[src/rtl/fetch_pkg.sv]
// Shared constants and types for the instruction fetch stage.
package fetch_pkg;

  localparam logic [31:0] START_ADDR = 32'h8002_0000;

  localparam logic [1:0] ACC_1W  = 2'b00;
  localparam logic [1:0] ACC_4W  = 2'b01;
  localparam logic [1:0] ACC_8W  = 2'b10;
  localparam logic [1:0] ACC_16W = 2'b11;

  typedef enum logic {
    ISSUE     = 1'b0,
    WAIT_RESP = 1'b1
  } fetch_state_t;

endpackage

[src/rtl/fetch_if.sv]
// Request/response bus between the fetch stage (master) and memory (slave).
interface fetch_if #(
  parameter int ADDR_WIDTH = 32,
  parameter int DATA_WIDTH = 32
);

  logic [ADDR_WIDTH-1:0] mem_address;
  logic [DATA_WIDTH-1:0] mem_data_in;
  logic [1:0]            mem_access_size;
  logic                  mem_rw;
  logic                  mem_enable;
  logic                  mem_busy;
  logic [DATA_WIDTH-1:0] mem_data_out;

  modport master (
    output mem_address, mem_data_in, mem_access_size, mem_rw, mem_enable,
    input  mem_busy, mem_data_out
  );

  modport slave (
    input  mem_address, mem_data_in, mem_access_size, mem_rw, mem_enable,
    output mem_busy, mem_data_out
  );

endinterface

[src/rtl/fetch_fifo.sv]
// Small synchronous FIFO holding {pc, insn} pairs for the decode stage.
module fetch_fifo #(
  parameter int WIDTH = 64,
  parameter int DEPTH = 2
) (
  input  logic                     clock,
  input  logic                     reset_n,
  input  logic                     push,
  input  logic                     pop,
  input  logic                     flush,
  input  logic [WIDTH-1:0]         din,
  output logic [WIDTH-1:0]         dout,
  output logic [$clog2(DEPTH):0]   count,
  output logic                     full,
  output logic                     empty
);

  localparam int PW = $clog2(DEPTH);
  localparam logic [PW:0] FULL_CNT = (PW+1)'(DEPTH);

  logic [WIDTH-1:0] store [DEPTH];
  logic [PW-1:0]    wr_ptr;
  logic [PW-1:0]    rd_ptr;
  logic             do_push;
  logic             do_pop;

  assign empty   = (count == '0);
  assign full    = (count == FULL_CNT);
  assign do_pop  = pop && !empty;
  assign do_push = push && (!full || do_pop);
  assign dout    = store[rd_ptr];

  always_ff @(posedge clock or negedge reset_n) begin
    if (!reset_n) begin
      wr_ptr <= '0;
      rd_ptr <= '0;
      count  <= '0;
      for (int i = 0; i < DEPTH; i++) store[i] <= '0;
    end else if (flush) begin
      wr_ptr <= '0;
      rd_ptr <= '0;
      count  <= '0;
    end else begin
      if (do_push) begin
        store[wr_ptr] <= din;
        wr_ptr        <= wr_ptr + PW'(1);
      end
      if (do_pop) rd_ptr <= rd_ptr + PW'(1);
      if (do_push && !do_pop)      count <= count + (PW+1)'(1);
      else if (!do_push && do_pop) count <= count - (PW+1)'(1);
    end
  end

  // Upstream credit accounting must make this unreachable.
  a_no_overflow: assert property (@(posedge clock) disable iff (!reset_n)
    !(push && full && !pop && !flush));

endmodule

[src/rtl/fetch_unit.sv]
// Instruction fetch: owns the PC, issues one word read at a time, queues results.
//   state     | meaning
//   ISSUE     | may issue a read at pc when credit allows
//   WAIT_RESP | one read outstanding at req_pc, waiting for !mem_busy
module fetch_unit #(
  parameter int                    ADDR_WIDTH = 32,
  parameter int                    DATA_WIDTH = 32,
  parameter logic [ADDR_WIDTH-1:0] START_ADDR = fetch_pkg::START_ADDR,
  parameter int                    FIFO_DEPTH = 2
) (
  input  logic                  clock,
  input  logic                  reset_n,
  fetch_if.master               mem,
  input  logic                  redirect_valid,
  input  logic [ADDR_WIDTH-1:0] redirect_pc,
  output logic                  insn_valid,
  input  logic                  insn_ready,
  output logic [DATA_WIDTH-1:0] insn,
  output logic [ADDR_WIDTH-1:0] insn_pc
);

  import fetch_pkg::*;

  localparam int CW = $clog2(FIFO_DEPTH);

  fetch_state_t          state;
  fetch_state_t          state_nxt;
  logic [ADDR_WIDTH-1:0] pc;
  logic [ADDR_WIDTH-1:0] req_pc;
  logic                  kill;
  logic                  credit;
  logic                  issue;
  logic                  push;
  logic [CW:0]           fifo_count;
  logic                  fifo_full;
  logic                  fifo_empty;

  assign credit = (int'(fifo_count) + ((state == WAIT_RESP) ? 1 : 0)) < FIFO_DEPTH;

  always_ff @(posedge clock or negedge reset_n) begin
    if (!reset_n) state <= ISSUE;
    else          state <= state_nxt;
  end

  always_comb begin
    state_nxt = state;
    case (state)
      ISSUE:     if (issue) state_nxt = WAIT_RESP;
      WAIT_RESP: if (!mem.mem_busy) state_nxt = ISSUE;
      default:   state_nxt = ISSUE;
    endcase
  end

  // reset_n gates the strobe so nothing is requested while reset is held.
  always_comb begin
    issue           = 1'b0;
    push            = 1'b0;
    mem.mem_address = pc;
    case (state)
      ISSUE: issue = reset_n && credit && !mem.mem_busy && !redirect_valid;
      WAIT_RESP: begin
        mem.mem_address = req_pc;
        push            = !mem.mem_busy && !kill && !redirect_valid;
      end
      default: ;
    endcase
  end

  assign mem.mem_enable      = issue;
  assign mem.mem_data_in     = '0;
  assign mem.mem_access_size = ACC_1W;
  assign mem.mem_rw          = 1'b1;

  always_ff @(posedge clock or negedge reset_n) begin
    if (!reset_n) begin
      pc     <= START_ADDR;
      req_pc <= START_ADDR;
      kill   <= 1'b0;
    end else begin
      if (redirect_valid) pc <= {redirect_pc[ADDR_WIDTH-1:2], 2'b00};
      else if (issue)     pc <= pc + ADDR_WIDTH'(4);
      if (issue) req_pc <= pc;
      // A redirect while a read is in flight marks its response as stale.
      if (state == WAIT_RESP) begin
        if (!mem.mem_busy)       kill <= 1'b0;
        else if (redirect_valid) kill <= 1'b1;
      end
    end
  end

  fetch_fifo #(
    .WIDTH (ADDR_WIDTH + DATA_WIDTH),
    .DEPTH (FIFO_DEPTH)
  ) u_fifo (
    .clock   (clock),
    .reset_n (reset_n),
    .push    (push),
    .pop     (insn_valid && insn_ready),
    .flush   (redirect_valid),
    .din     ({req_pc, mem.mem_data_out}),
    .dout    ({insn_pc, insn}),
    .count   (fifo_count),
    .full    (fifo_full),
    .empty   (fifo_empty)
  );

  assign insn_valid = !fifo_empty;

  a_no_issue_when_full: assert property (@(posedge clock) disable iff (!reset_n)
    !(issue && fifo_full));

endmodule

[src/flat_wrapper.sv]
// flat-port wrapper written by rule: the top's interface ports become plain ports
module fetch_unit_flat import fetch_pkg::*;
#(
  parameter int                    ADDR_WIDTH = 32,
  parameter int                    DATA_WIDTH = 32,
  parameter logic [ADDR_WIDTH-1:0] START_ADDR = fetch_pkg::START_ADDR,
  parameter int                    FIFO_DEPTH = 2
)
  (clock, reset_n, redirect_valid, redirect_pc, insn_valid, insn_ready, insn, insn_pc, mem_mem_address, mem_mem_data_in, mem_mem_access_size, mem_mem_rw, mem_mem_enable, mem_mem_busy, mem_mem_data_out);
  fetch_if #(.ADDR_WIDTH(ADDR_WIDTH), .DATA_WIDTH(DATA_WIDTH)) mem_i ();
  input  logic clock;
  input  logic reset_n;
  input  logic redirect_valid;
  input  logic [ADDR_WIDTH-1:0] redirect_pc;
  output logic insn_valid;
  input  logic insn_ready;
  output logic [DATA_WIDTH-1:0] insn;
  output logic [ADDR_WIDTH-1:0] insn_pc;
  output wire logic [$bits(mem_i.mem_address)-1:0] mem_mem_address;
  output wire logic [$bits(mem_i.mem_data_in)-1:0] mem_mem_data_in;
  output wire logic [$bits(mem_i.mem_access_size)-1:0] mem_mem_access_size;
  output wire logic [$bits(mem_i.mem_rw)-1:0] mem_mem_rw;
  output wire logic [$bits(mem_i.mem_enable)-1:0] mem_mem_enable;
  input wire logic [$bits(mem_i.mem_busy)-1:0] mem_mem_busy;
  input wire logic [$bits(mem_i.mem_data_out)-1:0] mem_mem_data_out;
  assign mem_mem_address = mem_i.mem_address;
  assign mem_mem_data_in = mem_i.mem_data_in;
  assign mem_mem_access_size = mem_i.mem_access_size;
  assign mem_mem_rw = mem_i.mem_rw;
  assign mem_mem_enable = mem_i.mem_enable;
  assign mem_i.mem_busy = mem_mem_busy;
  assign mem_i.mem_data_out = mem_mem_data_out;
  fetch_unit #(.ADDR_WIDTH(ADDR_WIDTH), .DATA_WIDTH(DATA_WIDTH), .START_ADDR(START_ADDR), .FIFO_DEPTH(FIFO_DEPTH)) u_core (.clock(clock), .reset_n(reset_n), .mem(mem_i), .redirect_valid(redirect_valid), .redirect_pc(redirect_pc), .insn_valid(insn_valid), .insn_ready(insn_ready), .insn(insn), .insn_pc(insn_pc));
endmodule
[config.mk]
export PLATFORM = sky130hd
export DESIGN_NAME = fetch_unit_flat
export DESIGN_NICKNAME = d
export VERILOG_FILES = /design/src/rtl/fetch_pkg.sv /design/src/rtl/fetch_if.sv /design/src/rtl/fetch_fifo.sv /design/src/rtl/fetch_unit.sv /design/src/flat_wrapper.sv
export SDC_FILE = /design/constraint.sdc
export NUM_CORES = 1
export LEC_CHECK = 0
export BUFFER_PORTS_ARGS = -buffer_cell sky130_fd_sc_hd__buf_2
export CORE_AREA = 2 2 165 167
export CTS_CLUSTER_DIAMETER = 30
export DETAILED_ROUTE_END_ITERATION = 8
export DIE_AREA = 0 0 167 169
export GPL_ROUTABILITY_DRIVEN = 0
export GPL_TIMING_DRIVEN = 0
export HOLD_SLACK_MARGIN = 0.03
export PLACE_DENSITY_LB_ADDON = 0.25
export SYNTH_ARGS = -nofsm -noshare
export SYNTH_HDL_FRONTEND = slang
export SYNTH_SLANG_ARGS = --single-unit
[constraint.sdc]
create_clock -name clock -period 4.7 [get_ports clock]
set_clock_uncertainty 0.05 [all_clocks]
set_input_delay 1.175 -clock clock [delete_from_list [all_inputs] [get_ports clock]]
set_output_delay 1.175 -clock clock [all_outputs]
set_load 0.02 [all_outputs]
==> results of run 1 <==
## routing by layer
| layer | global-route usage | routed length (um) | vias to the layer above |
|---|---|---|---|
| li1 | - | - | 2853 |
| met4 | 0.0326 | 250 | 0 |
| met3 | 0.0409 | 1170 | 19 |
| met5 | 0 | 0 | - |
| met2 | 0.265 | 10400 | 172 |
| met1 | 0.217 | 10300 | 2979 |
## critical path: stages
cell    delay (ns)
buf_12        0.25
buf_16        0.26
or4b_1        0.45
buf_2         0.20
nor2_4        0.26
buf_2         0.34
buf_2         0.23
## cell type report
class / count / area, um2 / share of cell area
Inverter: 4 / 15.0 / 0.00134
Multi-Input combinational cell: 471 / 4020 / 0.360
Timing Repair Buffer: 162 / 898 / 0.0805
Sequential cell: 190 / 4760 / 0.426
Clock inverter: 14 / 154 / 0.0138
Buffer: 75 / 450 / 0.0403
Tap cell: 341 / 427 / 0.0382
Antenna cell: 1 / 2.50 / 0.000224
Clock buffer: 18 / 439 / 0.0393
## worst paths after layout
check	startpoint	to
max	reset_n	mem_mem_enable
min	u_core.u_fifo.store[65]$_DFFE_PN0P_	u_core.u_fifo.store[65]$_DFFE_PN0P_
max reg2reg	u_core.state$_DFF_PN0_	u_core.u_fifo.store[112]$_DFFE_PN0P_
min reg2reg	u_core.u_fifo.store[65]$_DFFE_PN0P_	u_core.u_fifo.store[65]$_DFFE_PN0P_
max in group asynchronous	reset_n	u_core.req_pc[17]$_DFFE_PN1P_
min in group asynchronous	reset_n	u_core.u_fifo.store[29]$_DFFE_PN0P_
## stage by stage
step / cells / cell area [um2] / setup WS, ns
after floorplan: 740 / 9240 / 1.10
after global placement: 1240 / 10500 / -2.89
after detailed placement: 1242 / 10500 / -0.179
after CTS: 1275 / 11200 / 0.0981
after global routing: 1275 / 11200 / 0.0800
final: 1276 / 11200 / 0.268
## sequential cells by signal, summed over array words and instances, names as in the netlist
register and count:
u_core.kill 1, u_core.pc 30, u_core.req_pc 30, u_core.state 1
u_core.u_fifo.count 2, u_core.u_fifo.rd_ptr 1, u_core.u_fifo.store 124, u_core.u_fifo.wr_ptr 1
## kinds of logic (layout without fill, tap and decap cells)
family	after synthesis	in the layout	synth area share
mux	247	247	0.305
flops	190	190	0.523
simple gates	120	120	0.0704
buf+inv	79	273	0.0511
compound gates	42	42	0.0268
xor+xnor	22	22	0.0212
other cells	2	40	0.000825
fa+ha+maj	1	1	0.00137
## layout by cell type (no fill, tap or decap), types with 3 or more instances in the layout
cell and count:
nor2_1 11, buf_2 176, xnor2_1 8, nand2_1 44, mux2_2 240, xor2_1 14, nand3_1 17, clkbuf_16 17
clkinv_2 3, inv_1 4, nand2b_1 4, mux2i_1 3, nand4_1 8, dfstp_2 4, a21oi_1 3, and3_1 4
mux2_1 4, clkbuf_1 7, dfrtp_1 186, inv_6 6, conb_1 39, o21ai_0 20, o21ai_1 8, nor3_1 7
buf_1 11, buf_4 39, nor2b_1 7
## power groups by stage
stage / sequential, mW / clock, mW / combinational, mW
after global routing: 2.29 / 1.61 / 1.62
final: 2.23 / 1.48 / 1.49
after floorplan: 2.19 / 0 / 1.08
after CTS: 2.23 / 1.53 / 1.52
after global placement: 2.25 / 0 / 1.49
after detailed placement: 2.26 / 0 / 1.50
## repair_timing
item                       4_1_cts  5_1_grt
resized for setup                1        1
setup endpoints to repair        1        1
gates cloned                     1        0
==> results.yml, run 1 <==
yosys:
  yosysMostFrequentCell: "mux2_2"
  yosysUniqueCellTypes: 46
  synth_common_cells: "mux2_2 (240), dfrtp_1 (186), nand2_1 (44)"
  synth-main-ff-cell: "dfrtp_1"
  yosysSeqAreaShare: 0.523
  synth_top_area_frac: 0.511
  syn-instance-count: 703
  syn_area_per_cell_um2: 12.9
  yosysWarnings: 0
  synthTopCellsByArea: "dfrtp_1 (51%), mux2_2 (30%), buf_4 (3.2%), nand2_1 (1.8%), xor2_1 (1.3%)"
  async_flop_share: 1.00
  netlist_area_um2: 9100
  ys_ff_latch: 190
  synth_edf_count: 0
  synth_top_area_cell: "dfrtp_1"
die:
  core_um2: 26500
  io_pins: 202
  fp.dieH_um: 169
  dieArea_um2: 28200
  start_util: 0.343
  die_w_um: 167
  num_rows: 60
global_route:
  grt_max_degree: 71
  grt_overflow_total: 0
  grt.total_usage: 0.161
  antenna_found_initial: 1
  grt_pass1_vias: 6230
  grt_pass1_wl_um: 35300
place:
  portBuffers: 159
  post-dp-hpwl_um: 15600
critical_path:
  worstPathRequired_ns: 3.47
  crit_path_start_kind: "primary input"
  crit_fanout: 55
  endpoint_kind: "output port"
  arrival_ns: 3.21
  path_class: "primary input to output port"
  rrSetupSlack_ns: 2.02
  rr_worst_depth: 6
power_and_ir_drop:
  power_density_nw_per_um2: 466
  p_leak_nw: 5.34
  p_int_mw: 3.53
  netSwitchingFraction: 0.321
  vdd_drop_max_mv: 0.210
  finalPower_mw: 5.21
  switchingPower_mw: 1.67
  seqPwrFrac: 0.428
  pwr-share-clk: 0.285
  combinationalPowerShare: 0.287
clock_tree:
  htree_levels: 4
  post_cts_buffers: 0
  insertion_delay_ns: 0.43
  cts_hold_buf: 0
  clk_path_buf_depth: 2
  root_buffer: "clkbuf_16"
  path_clk_slew_ns: 0.07
  cts_buffers: 17
  cts_sinks: 190
  cts_tree: "done"
timing:
  tns_ns: 0
  finalHoldViolCount: 0
  max_freq_mhz: 226
  relSlewSlack: 0.453
  maxSlewViolCount: 0
  setup_violations: 0
  rsz0062_at_grt: "no"
  period_minus_slack_ns: 4.43
  fin_crit_sh: 0.943
  holdWs_ns: 0.437
  tightest_slew_ns: 0.820
drt:
  dr.pass1.iters: 4
  drtAntennaViolNets: 0
  wl_um: 22100
  drt_iter0_markers: 292
  vias: 6023
  routed_via_density: 4.72
  drt-wirelength-per-cell_um: 17.3
  drc_errors: 0
run_status:
  status: "finished clean"
cells_and_area:
  area_growth_pct: 22.7
  layout.nets: 991
  nFillCells: 2570
  layout-drive-gt1-share: 0.539
  final_core_util: 0.421
job:
  drv_cap: 0
min_path:
  min-delay-path-class: "flip-flop to flip-flop"
  holdPathStages: 1
Power figures use the tool's default switching activity.
==> run 2, diff against run 1 <==
--- a/config.mk
+++ b/config.mk
@@ -5,11 +5,12 @@
 export SDC_FILE = /design/constraint.sdc
 export NUM_CORES = 1
 export LEC_CHECK = 0
+export ABC_AREA = 1
 export BUFFER_PORTS_ARGS = -buffer_cell sky130_fd_sc_hd__buf_2
-export CORE_AREA = 2 2 165 167
+export CORE_AREA = 2 2 169 171
 export CTS_CLUSTER_DIAMETER = 30
 export DETAILED_ROUTE_END_ITERATION = 8
-export DIE_AREA = 0 0 167 169
+export DIE_AREA = 0 0 171 173
 export GPL_ROUTABILITY_DRIVEN = 0
 export GPL_TIMING_DRIVEN = 0
 export HOLD_SLACK_MARGIN = 0.03
==> run 2 against run 1 <==
Effect of this change:
- synthesized area rose by 6.0%
- register-to-register slack improved by 0.69 ns
- cell area rose by 4.7%
- maximum frequency rose by 2.2%
- total power rose by 8.5%
- synthesized cell count rose by 80%
- setup slack improved by 0.097 ns
- non-clock buffer count rose by 31
- via count rose by 44%
- combinational power rose by 28%
- global-route usage rose by 3.0 points
- routed wire length rose by 28%
==> results.yml, run 2 <==
cells_and_area:
  layout.nets: 1550
  reg_top3: "u_core.u_fifo.store (124), u_core.pc (30), u_core.req_pc (30)"
  regMostFlops: "u_core.u_fifo.store"
  multi_input_area_um2: 3900
  layout-drive-gt1-share: 0.185
  mostFrequentLayoutCell: "nand2_1"
  largest_reg_flops: 124
  diodes: 0
  layout_common_cells: "nand2_1 (418), o21ai_0 (234), dfrtp_1 (186)"
  area_growth_pct: 21.2
  final_area_um2: 11700
  register_area_um2: 4760
  nFillCells: 2937
  final_cell_count_no_fill: 1871
die:
  num_rows: 61
  io_pins: 202
  start_util: 0.349
  fp.dieH_um: 173
  core_um2: 27600
  dieArea_um2: 29600
  die_w_um: 171
place:
  dpl_worst_slack_ns: 0.115
  portBuffers: 159
  post-dp-hpwl_um: 20600
  dp.cells: 1838
  dpl-instance-area_um2: 11100
yosys:
  synth_compound_area_frac: 0.155
  synthMuxAreaShare: 0
  async_flop_share: 1.00
  ys_ff_latch: 190
  synth_top_area_cell: "dfrtp_1"
  netlist_area_um2: 9640
  yosysUniqueCellTypes: 32
  synth_xor_area_frac: 0.00454
  synth_top_area_frac: 0.483
  syn-instance-count: 1263
  synthSimpleGateAreaFrac: 0.229
  synth_edf_count: 0
  synth_common_cells: "nand2_1 (418), o21ai_0 (234), dfrtp_1 (186)"
  synth-main-ff-cell: "dfrtp_1"
  yosysWarnings: 0
  yosysSeqAreaShare: 0.494
  synthTopCellsByArea: "dfrtp_1 (48%), nand2_1 (16%), o21ai_0 (12%), inv_1 (4.7%), buf_4 (3.0%)"
  syn_area_per_cell_um2: 7.63
  synth_top_family_by_area: "simple AND/OR/NAND/NOR gates"
  synthAdderAreaFrac: 0.00130
  yosysMostFrequentCell: "nand2_1"
power_and_ir_drop:
  power_density_nw_per_um2: 483
  p_leak_nw: 5.89
  switchingPower_mw: 2.24
  netSwitchingFraction: 0.396
  seqPwrFrac: 0.408
  p_int_mw: 3.41
  vdd_drop_max_mv: 0.202
  combinationalPowerShare: 0.338
  pwr-share-clk: 0.254
drt:
  vias: 8660
  drt-wirelength-per-cell_um: 15.2
  drtAntennaViolNets: 0
  drt_iter0_markers: 681
  drc_errors: 0
  dr.pass1.iters: 5
  routed_via_density: 4.63
  wl_um: 28300
critical_path:
  crit_path_start_kind: "primary input"
  endpoint_kind: "output port"
  path_common_cell: "buf_2"
  path_class: "primary input to output port"
  crit_chain: "buf_8 -> buf_16 -> inv_1 -> nor2_1 -> nand3_1 -> buf_2 -> inv_1 -> buf_2 -> buf_2"
  slowest_stage: "buf_8"
  worstPathRequired_ns: 3.47
  crit_fanout: 76
  arrival_ns: 3.11
  slowest_delay_ns: 0.45
job:
  drv_cap: 0
global_route:
  antenna_found_initial: 0
  grt_pass1_vias: 8067
  grt_pass1_wl_um: 44600
  grt_overflow_total: 0
  grt.total_usage: 0.192
  grt_max_degree: 118
clock_tree:
  ctsResizeCount: 0
  htree_levels: 4
  cts_tree: "done"
  path_clk_slew_ns: 0.07
  clk_path_buf_depth: 2
  post_cts_buffers: 0
  cts_hold_buf: 0
  insertion_delay_ns: 0.44
  root_buffer: "clkbuf_16"
  cts_sinks: 190
  cts_buffers: 17
timing:
  rsz0062_at_grt: "no"
  tightest_slew_ns: 0.619
  fin_crit_sh: 0.922
  setup_violations: 0
  maxSlewViolCount: 0
  fin_ws_ns: 0.366
  tns_ns: 0
  finalHoldViolCount: 0
  max_freq_mhz: 231
  period_minus_slack_ns: 4.33
  holdWs_ns: 0.443
  relSlewSlack: 0.587
min_path:
  min-delay-path-class: "flip-flop to flip-flop"
run_status:
  status: "finished clean"
run 2: cell count changes after synthesis, moves of 10 or more:
cell / delta
nor2_1: +44
nand2_1: +374
o21ai_1: +26
buf_6: +11
mux2_2: -240
nand3_1: +25
xor2_1: -10
inv_1: +116
buf_1: -10
o21ai_0: +214
clkbuf_1: +32
run 2: cell type report:
| class | instances | share of cell area |
|---|---|---|
| clock buffer | 17 | 0.0364 |
| buffer | 107 | 0.0558 |
| sequential | 190 | 0.407 |
| timing repair buffer | 161 | 0.0734 |
| inverter | 124 | 0.0402 |
| tap | 378 | 0.0405 |
| clock inverter | 15 | 0.0131 |
| multi-input combinational | 879 | 0.334 |
run 2: path summary, 6_finish.rpt:
kind                                                     startpoint                                  end  slack, ns  cells after the start
max in group asynchronous                                   reset_n        u_core.req_pc[31]$_DFFE_PN1P_       3.06                      2
min in group asynchronous                                   reset_n            u_core.pc[25]$_DFFE_PN0P_       0.67                      1
worst max-delay path                                        reset_n                       mem_mem_enable       0.37                      9
worst max register to register               u_core.state$_DFF_PN0_            u_core.pc[13]$_DFFE_PN0P_       2.71                      7
worst min-delay path            u_core.u_fifo.store[23]$_DFFE_PN0P_  u_core.u_fifo.store[23]$_DFFE_PN0P_       0.44                      2
worst min register to register  u_core.u_fifo.store[23]$_DFFE_PN0P_  u_core.u_fifo.store[23]$_DFFE_PN0P_       0.44                      2
run 2: cell families after synthesis:
| group | Yosys count |
|---|---|
| xor+xnor | 5 |
| buf+inv | 231 |
| flops | 190 |
| other cells | 2 |
| simple gates | 544 |
| fa+ha+maj | 1 |
| compound gates | 290 |
run 2: metrics by stage:
step	utilization	power [mW]
after global routing	0.423	6.01
after CTS	0.422	5.70
after global placement	0.400	4.21
final	0.423	5.65
after detailed placement	0.401	4.25
after floorplan	-	3.50
run 2: critical path: cells and delay by family:
kind	cells	cell delay [ns]
AND/OR/NAND/NOR	2	0.18
buffers and inverters	7	1.74
run 2: power groups by stage:
stage	registers, mW	logic, mW	clock network, mW
after floorplan	2.26	1.24	0
after global placement	2.32	1.89	0
after detailed placement	2.33	1.92	0
after CTS	2.30	1.92	1.47
after global routing	2.35	2.11	1.54
final	2.31	1.91	1.44
run 2: routing by layer:
layer	part of all wire	GRT usage	routed length [um]	vias up
li1	-	-	-	4388
met1	0.48	0.281	13500	4016
met2	0.46	0.298	13100	233
met3	0.047	0.0243	1330	23
met4	0.015	0.0519	439	0
met5	0	0	0	-
